### src/rtl/ehgu_wrr_arbiter.sv
// Weighted round-robin arbiter: one requester at a time owns the shared datapath
// port for up to its programmed weight of accepted beats, then priority rotates.
module ehgu_wrr_arbiter #(
    parameter int NUM_REQ      = 4,
    parameter int WEIGHT_WIDTH = 4,
    parameter int DP_WIDTH     = 16
) (
    input  logic                            clk,
    input  logic                            rst,
    input  logic [NUM_REQ-1:0]              req,
    input  logic [NUM_REQ*DP_WIDTH-1:0]     req_data,
    input  logic [NUM_REQ*WEIGHT_WIDTH-1:0] weight,
    output logic [NUM_REQ-1:0]              gnt,
    output logic                            out_valid,
    output logic [DP_WIDTH-1:0]             out_data,
    output logic [$clog2(NUM_REQ)-1:0]      out_src,
    input  logic                            out_ready,
    output logic                            busy
);

    localparam int IDX_W = $clog2(NUM_REQ);

    typedef enum logic {
        IDLE  = 1'b0,
        GRANT = 1'b1
    } state_t;

    state_t                  state_q, state_d;
    logic [IDX_W-1:0]        rr_ptr_q, rr_ptr_d;
    logic [IDX_W-1:0]        owner_q, owner_d;
    logic [WEIGHT_WIDTH-1:0] beat_cnt_q, beat_cnt_d;
    logic [WEIGHT_WIDTH-1:0] wlim_q, wlim_d;
    logic [NUM_REQ-1:0]      gnt_q, gnt_d;

    logic [IDX_W-1:0]        sel;
    logic                    sel_found;
    logic [WEIGHT_WIDTH-1:0] sel_weight;
    logic [WEIGHT_WIDTH:0]   cnt_inc;
    logic                    accept;
    logic                    tenure_end;

    // Rotating search: first requester at or after rr_ptr, wrapping modulo NUM_REQ.
    always_comb begin
        int idx;
        // NOTE: every combinational output gets a default first so no path leaves it unassigned (no latch).
        sel       = '0;
        sel_found = 1'b0;
        for (int k = 0; k < NUM_REQ; k++) begin
            idx = int'(rr_ptr_q) + k;
            if (idx >= NUM_REQ) idx = idx - NUM_REQ;
            if (!sel_found && req[idx]) begin
                sel       = IDX_W'(idx);
                sel_found = 1'b1;
            end
        end
    end

    assign sel_weight = weight[sel*WEIGHT_WIDTH +: WEIGHT_WIDTH];

    assign busy      = (state_q == GRANT);
    assign gnt       = gnt_q;
    assign out_valid = busy & req[owner_q];
    assign out_src   = busy ? owner_q : '0;
    assign out_data  = busy ? req_data[owner_q*DP_WIDTH +: DP_WIDTH] : '0;

    assign accept  = out_valid & out_ready;
    assign cnt_inc = {1'b0, beat_cnt_q} + 1'b1;

    always_comb begin
        state_d    = state_q;
        rr_ptr_d   = rr_ptr_q;
        owner_d    = owner_q;
        beat_cnt_d = beat_cnt_q;
        wlim_d     = wlim_q;
        gnt_d      = gnt_q;
        tenure_end = 1'b0;

        case (state_q)
            IDLE: begin
                if (sel_found) begin
                    state_d    = GRANT;
                    owner_d    = sel;
                    gnt_d      = NUM_REQ'(1) << sel;
                    beat_cnt_d = '0;
                    wlim_d     = (sel_weight == '0) ? WEIGHT_WIDTH'(1) : sel_weight;
                end
            end
            GRANT: begin
                // A dropped request ends the tenure even with no beat accepted.
                if (!req[owner_q]) begin
                    tenure_end = 1'b1;
                end else if (accept) begin
                    if (cnt_inc == {1'b0, wlim_q}) tenure_end = 1'b1;
                    else if (beat_cnt_q != '1)     beat_cnt_d = beat_cnt_q + 1'b1;
                end
                if (tenure_end) begin
                    state_d    = IDLE;
                    gnt_d      = '0;
                    beat_cnt_d = '0;
                    rr_ptr_d   = (owner_q == IDX_W'(NUM_REQ - 1)) ? '0 : owner_q + 1'b1;
                end
            end
            default: state_d = IDLE;
        endcase
    end

    // NOTE: sequential state uses non-blocking assignments so all flops update from pre-edge values.
    always_ff @(posedge clk or posedge rst) begin
        if (rst) begin
            state_q    <= IDLE;
            rr_ptr_q   <= '0;
            owner_q    <= '0;
            beat_cnt_q <= '0;
            wlim_q     <= '0;
            gnt_q      <= '0;
        end else begin
            state_q    <= state_d;
            rr_ptr_q   <= rr_ptr_d;
            owner_q    <= owner_d;
            beat_cnt_q <= beat_cnt_d;
            wlim_q     <= wlim_d;
            gnt_q      <= gnt_d;
        end
    end

endmodule

### config.mk
export PLATFORM = sky130hd
export DESIGN_NAME = ehgu_wrr_arbiter
export DESIGN_NICKNAME = d
export VERILOG_FILES = /design/src/rtl/ehgu_wrr_arbiter.sv
export SDC_FILE = /design/constraint.sdc
export NUM_CORES = 1
export LEC_CHECK = 0
export ABC_AREA = 1
export CORE_MARGIN = 10
export CORE_UTILIZATION = 39
export CTS_BUF_LIST = sky130_fd_sc_hd__clkbuf_4
export DETAILED_ROUTE_END_ITERATION = 8
export PLACE_DENSITY = 0.86
export SLEW_MARGIN = 20
export SYNTH_ARGS = -nofsm -noshare
export SYNTH_HDL_FRONTEND = slang
export SYNTH_SLANG_ARGS = --single-unit
### constraint.sdc
create_clock -name clk -period 2.3 [get_ports clk]
set_input_delay 0.345 -clock clk [delete_from_list [all_inputs] [get_ports clk]]
set_output_delay 0.345 -clock clk [all_outputs]
set_load 0.01 [all_outputs]
* After elaboration in Yosys (flattened, before gate mapping)
Index checks and enable logic that the tools add are counted.
Operators by class: add/sub/neg operators 10, order comparisons 9, equality and inequality tests 9, shift-type cells 3, mux-type cells 47, bitwise gates (word level) 3, reductions and logical operators 11
Operators by type and width (number):
- < comparator 32 x 4 -> 1 bit, second input constant | 4
- two-way mux 32 bit | 4
- variable part select 64 x 7 -> 16 bit | 1
- two-way mux 4 bit | 9
- two-way mux 1 bit | 19
- two-way mux 16 bit | 1
- case mux 4 bit (2 select lines) | 2
- variable part select 16 x 5 -> 4 bit | 1
- two-way mux 2 bit | 6
- subtractor 3 x 3 -> 4 bit, second input constant | 3
- binary-select mux 1 bit (select 2 bit) | 5
- >= comparator 3 bit, second input constant | 3
- inequality test 3 x 1 -> 1 bit, second input constant | 3
- adder 2 x 2 -> 3 bit, second input constant | 2
- AND reduction 2 bit | 3
- adder 4 x 1 -> 5 bit, second input constant | 1
- == test 5 x 4 -> 1 bit | 1
- AND reduction 5 bit | 1
- adder 4 x 1 -> 4 bit, second input constant | 1
- zero test 4 bit | 1
- inequality test 4 bit, second input constant | 1
- left shift 1 x 2 -> 4 bit, first input constant | 1
- subtractor 2 x 3 -> 4 bit, second input constant | 1
- adder 2 x 1 -> 3 bit, second input constant | 1
- other kinds (12) | 17
Storage, ports and cells: bits in registers 17, bits of input ports 87

* Depth between registers and ports, before layout
word-level depth 18, mapped depth 18

* Worst setup path after synthesis
OpenSTA, ideal clock, no wires.
path type register to register, start point register rr_ptr_q[0], end point register wlim_q[0], library setup time 0.120 ns, data arrival time 1.654 ns, required time 2.180 ns, setup slack 0.526 ns, cell stages (with the launch flop) 17, clock period less this slack 1.774 ns, cells stage by stage dfrtp_1 -> buf_6 -> inv_8 -> nand2_2 -> nand3_1 -> nand2_2 -> nor2_4 -> nand3_4 -> nand3_4 -> buf_6 -> nand2_1 -> nand2_1 -> nand2_1 -> nand2_1 -> inv_2 -> nand2_1 -> a21oi_2
On the way: cells in the longest elaborated chain, start to end 18, elaborated cells between the ends (all ways) 45
RTL lines:
- from (decl) | line 29 | logic [IDX_W-1:0] rr_ptr_q, rr_ptr_d;
- from (signal assigned) | line 118 | rr_ptr_q <= rr_ptr_d;
- branches (longest 18 deep; another with subtractor 3 x 3 -> 4 bit)
- to (signal assigned) | line 121 | wlim_q <= wlim_d;
- to (decl) | line 32 | logic [WEIGHT_WIDTH-1:0] wlim_q, wlim_d;
Several ways; the timed one is not identified. The select of a mux whose other input is x is not followed. A chain may end at the register's enable or synchronous reset.

* Worst setup path after layout
start point register owner_q[0], end point output out_data[0]
On the way: cells in the longest elaborated chain, start to end 2
RTL lines:
- from (decl) | line 30 | logic [IDX_W-1:0] owner_q, owner_d;
- from (signal assigned) | line 119 | owner_q <= owner_d;
- variable part select 64 x 7 -> 16 bit | line 64 | assign out_data = busy ? req_data[owner_q*DP_WIDTH +: DP_WIDTH] : '0;
- two-way mux 16 bit | line 64
- to (decl) | line 15 | output logic [DP_WIDTH-1:0] out_data,
No other way between the ends.

==> report_table.html <==
<table>
<tr><th>Metric</th><th>Value</th></tr>
<tr><th colspan="2">CTS</th></tr>
<tr><td>Number of buffers added by the clock tree synthesis step</td><td>3</td></tr>
<tr><td>Clock insertion delay at the later pin of the skew report</td><td>0.28 ns</td></tr>
<tr><td>Maximum level of the CTS H-tree</td><td>1</td></tr>
<tr><td>CTS tree</td><td>yes</td></tr>
<tr><td>CTS max path bufs</td><td>2</td></tr>
<tr><td>Post-CTS clock slew at the launch and capture registers of the worst setup and hold paths</td><td>0.10 ns</td></tr>
<tr><td>TritonCTS Sinks</td><td>17</td></tr>
<tr><td>CTS Root Buffer Type</td><td>clkbuf_4</td></tr>
<tr><td>Post-CTS Repair Setup Buffers</td><td>0</td></tr>
<tr><th colspan="2">STA</th></tr>
<tr><td>Setup clock skew after layout</td><td>0.00189 ns</td></tr>
<tr><td>RSZ-0062 raised after global routing</td><td>false</td></tr>
<tr><td>Period minus WS final</td><td>2.18 ns</td></tr>
<tr><td>Final-report setup violation count</td><td>0</td></tr>
<tr><td>Pin slew with the least headroom to its limit</td><td>0.663 ns</td></tr>
<tr><td>Share of the clock period used by the worst path after layout</td><td>94.6%</td></tr>
<tr><td>Maximum operating frequency</td><td>0.459 GHz</td></tr>
<tr><td>Worst slew margin relative to its limit</td><td>55.8%</td></tr>
<tr><td>Number of hold violations in the final report</td><td>0</td></tr>
<tr><td>Final TNS setup</td><td>0 ns</td></tr>
<tr><td>Final slew viol count</td><td>0</td></tr>
<tr><th colspan="2">Logic synthesis</th></tr>
<tr><td>Share of async-settable or async-resettable flops after synthesis</td><td>100%</td></tr>
<tr><td>Number of instances in the synthesized netlist</td><td>332</td></tr>
<tr><td>Unique masters post-synth</td><td>28</td></tr>
<tr><td>Post-synthesis instance area</td><td>1900 um^2</td></tr>
<tr><td>Library cell with the largest summed area after synthesis</td><td>dfrtp_1</td></tr>
<tr><td>Cells taking the most area after synthesis</td><td>dfrtp_1, nand2_1, nor2_1, o21ai_0, a21oi_1</td></tr>
<tr><td>Area share of the largest cell type after synthesis</td><td>22.4%</td></tr>
<tr><td>YS warnings</td><td>0</td></tr>
<tr><td>Most common cell in the synthesized netlist</td><td>nand2_1</td></tr>
<tr><td>Most used standard cells in the synthesized netlist</td><td>nand2_1, nor2_1, o21ai_0</td></tr>
<tr><td>Count of flip-flops with a built-in enable after synthesis</td><td>0</td></tr>
<tr><td>Sequential-to-total area share from yosys stat</td><td>22.4%</td></tr>
<tr><td>Dominant register cell in the synthesized netlist</td><td>dfrtp_1</td></tr>
<tr><td>Per-instance average area after synthesis</td><td>5.71 um^2</td></tr>
<tr><td>Total of flip-flops plus latches after synthesis</td><td>17</td></tr>
<tr><td>Synthesized netlist net count</td><td>421</td></tr>
<tr><th colspan="2">Global route</th></tr>
<tr><td>Remaining Overflow, GRT</td><td>0</td></tr>
<tr><td>First-pass GRT wire length</td><td>11300 um</td></tr>
<tr><td>Via count of the first global-routing pass</td><td>2410</td></tr>
<tr><td>Total GRT Usage</td><td>16.1%</td></tr>
<tr><td>Maximum number of pins on one net before global-route repair</td><td>33</td></tr>
<tr><td>Number of antenna violations at the first check in global routing</td><td>0</td></tr>
<tr><th colspan="2">Power</th></tr>
<tr><td>Post-route total power</td><td>0.00402 W</td></tr>
<tr><td>Lkg Pwr</td><td>1.61 nW</td></tr>
<tr><td>VDD IR max</td><td>0.664 mV</td></tr>
<tr><td>Power density relative to cell area</td><td>1260 nW/um^2</td></tr>
<tr><th colspan="2">Route</th></tr>
<tr><td>Detailed Route Iter0 Violations</td><td>116</td></tr>
<tr><td>Post-detailed-routing wire length</td><td>7050 um</td></tr>
<tr><td>Max layer used</td><td>met4</td></tr>
<tr><td>Drt drc</td><td>0</td></tr>
<tr><td>Vias</td><td>2478</td></tr>
<tr><td>Met1 layer wirelength in the final routing</td><td>2900 um</td></tr>
<tr><td>Number of iterations in the first detailed-routing pass</td><td>4</td></tr>
<tr><td>Met3 routed WL</td><td>612 um</td></tr>
<tr><td>Met2 wire len</td><td>3410 um</td></tr>
<tr><td>Number of routed nets with antenna violations</td><td>0</td></tr>
<tr><td>Wire per inst</td><td>13.8 um</td></tr>
<tr><td>Drt via density</td><td>4.86</td></tr>
<tr><th colspan="2">Setup path</th></tr>
<tr><td>Kind of cell adding the most delay to the critical path</td><td>buffers and inverters</td></tr>
<tr><td>Critical path, cell by cell</td><td>buf_12 -&gt; nor2_1 -&gt; nor2_1 -&gt; o21ai_0 -&gt; a21oi_1 -&gt; clkdlybuf4s50_1</td></tr>
<tr><td>CP Class</td><td>reg -&gt; out</td></tr>
<tr><td>Arr. time, crit path</td><td>1.83 ns</td></tr>
<tr><td>Category of the worst setup path launch point</td><td>flop</td></tr>
<tr><td>Required time at the worst-slack endpoint</td><td>1.96 ns</td></tr>
<tr><td>Crit-path most repeated cell</td><td>nor2_1</td></tr>
<tr><td>Max stage delay on crit path</td><td>0.56 ns</td></tr>
<tr><td>Buf+Inv Stages, Crit Path</td><td>2</td></tr>
<tr><td>Crit. End Element</td><td>output port</td></tr>
<tr><td>Number of gates on the worst path with buffers counted</td><td>6</td></tr>
<tr><td>Cell with the biggest individual delay on the critical path</td><td>clkdlybuf4s50_1</td></tr>
<tr><td>R2r worst-path depth</td><td>13</td></tr>
<tr><td>Worst-path maximum fanout</td><td>26</td></tr>
<tr><th colspan="2">Placement</th></tr>
<tr><td>Placed wire-length estimate</td><td>5600 um</td></tr>
<tr><td>Number of port buffers</td><td>110</td></tr>
<tr><td>Routability Congestion</td><td>0.865</td></tr>
<tr><th colspan="2">Layout</th></tr>
<tr><td>Number of inserted diodes</td><td>0</td></tr>
<tr><td>Final core area utilization</td><td>67.4%</td></tr>
<tr><td>Fraction of layout instances using a drive strength above 1</td><td>10.2%</td></tr>
<tr><td>Signed area change from the synthesized netlist to the final layout</td><td>67.9%</td></tr>
<tr><td>Number of nets in the final layout</td><td>533</td></tr>
<tr><td>Filler cell count in the final layout</td><td>420</td></tr>
<tr><th colspan="2">Floorplan</th></tr>
<tr><td>Die outline area</td><td>8050 um^2</td></tr>
<tr><td>Core ar.</td><td>4720 um^2</td></tr>
<tr><td>FP Rows</td><td>25</td></tr>
<tr><td>I/O pin total</td><td>111</td></tr>
<tr><td>Starting density of the core</td><td>40.2%</td></tr>
<tr><td>Horizontal die dimension</td><td>89.7 um</td></tr>
<tr><td>Die height</td><td>89.7 um</td></tr>
<tr><th colspan="2">Hold path</th></tr>
<tr><td>Hold Path Class</td><td>in -&gt; async</td></tr>
<tr><th colspan="2">Job</th></tr>
<tr><td>Number of max-capacitance violations reported</td><td>0</td></tr>
<tr><th colspan="2">Run status</th></tr>
<tr><td>Status</td><td>complete, no violations</td></tr>
</table>
==> layout by cell type (no fill, tap or decap), types with 3 or more instances in the layout <==
master and count:
a21oi_1 18, buf_4 10, clkbuf_4 3, clkdlybuf4s50_1 94, dfrtp_1 15, dlymetal6s2s_1 14, inv_1 15, inv_2 5
nand2_1 88, nand2_2 11, nand3_1 11, nand4_1 6, nor2_1 80, o21ai_0 42, xor2_1 5
==> worst reg2reg max path: stages, from the launching register on <==
cell and delay [ns]:
dfrtp_2 0.47, buf_12 0.18, a21oi_1 0.15, o21ai_0 0.10, nand2_1 0.16, nor2_1 0.08, nand2_1 0.06, nor2_1 0.04
nor2_1 0.23, nand3_1 0.11, nand2_1 0.17, inv_1 0.09, nand2_1 0.07, nand2_1 0.05
==> final timing paths <==
kind / slack, ns / endpoint / start
max: 0.12 / out_data[0] / owner_q[0]
max reg2reg: 0.25 / beat_cnt_q[0] / owner_q[0]
min reg2reg: 0.49 / gnt[0] / gnt[0]
max in group asynchronous: 1.40 / owner_q[0] / rst
min: 0.44 / beat_cnt_q[1] / rst
min in group clk: 0.49 / gnt[0] / gnt[0]
==> what timing repair did <==
| item | 4_1_cts | 5_1_grt |
|---|---|---|
| hold buffers | 0 | 0 |
| setup endpoints to repair | 7 | 15 |
| pin swaps | 0 | 0 |
| resized for setup | 3 | 15 |
==> state kept, by name, summed over array words and instances (netlist names) <==
name / cells
owner_q: 2
rr_ptr_q: 2
beat_cnt_q: 4
gnt: 4
busy: 1
wlim_q: 4
==> routing by layer <==
metal	track usage [%]	vias up
met5	0	-
met4	3.50	0
met3	5.32	8
met2	28.4	91
met1	18.2	1088
li1	-	1291
==> cells by family (layout without fill, tap and decap cells) <==
| group | after synthesis | in the layout | share of synthesized area, % |
|---|---|---|---|
| adder cells (fa/ha/maj) | 2 | 2 | 1.32 |
| XOR/XNOR | 5 | 5 | 2.31 |
| AO/OA/AOI/OAI | 67 | 67 | 18.7 |
| flip-flops | 17 | 17 | 22.4 |
| buffers and inverters | 37 | 148 | 8.64 |
| AND/OR/NAND/NOR | 204 | 204 | 46.6 |
==> stage by stage <==
stage	hold slack [ns]	setup WS (ns)	instance area, um^2	instances
finish	0.439	0.123	3190	510
global route	0.484	0.0229	3190	510
CTS	0.454	0.0230	3150	510
detailed placement	0.474	0.0379	3120	506
global placement	0.479	0.0496	3120	506
floorplan	0.271	0.526	1900	332
==> power by group <==
part	switching (W)	total [W]	internal [W]	leakage [nW]
sequential	0.000134	0.000560	0.000426	0.213
clock	0.0000954	0.000160	0.0000645	0.0177
combinational	0.00192	0.00330	0.00138	1.38
total	0.00215	0.00402	0.00187	1.61
==> cell type report <==
type	instances	area, um^2	area share [%]
Inverter	22	90.1	2.83
Clock inverter	1	5.00	0.157
Multi-Input combinational cell	278	1310	41.0
Timing Repair Buffer	122	1250	39.2
Clock buffer	3	22.5	0.707
Tap cell	67	83.8	2.63
Sequential cell	17	428	13.4
No activity file was read; power rests on OpenSTA's default activity.
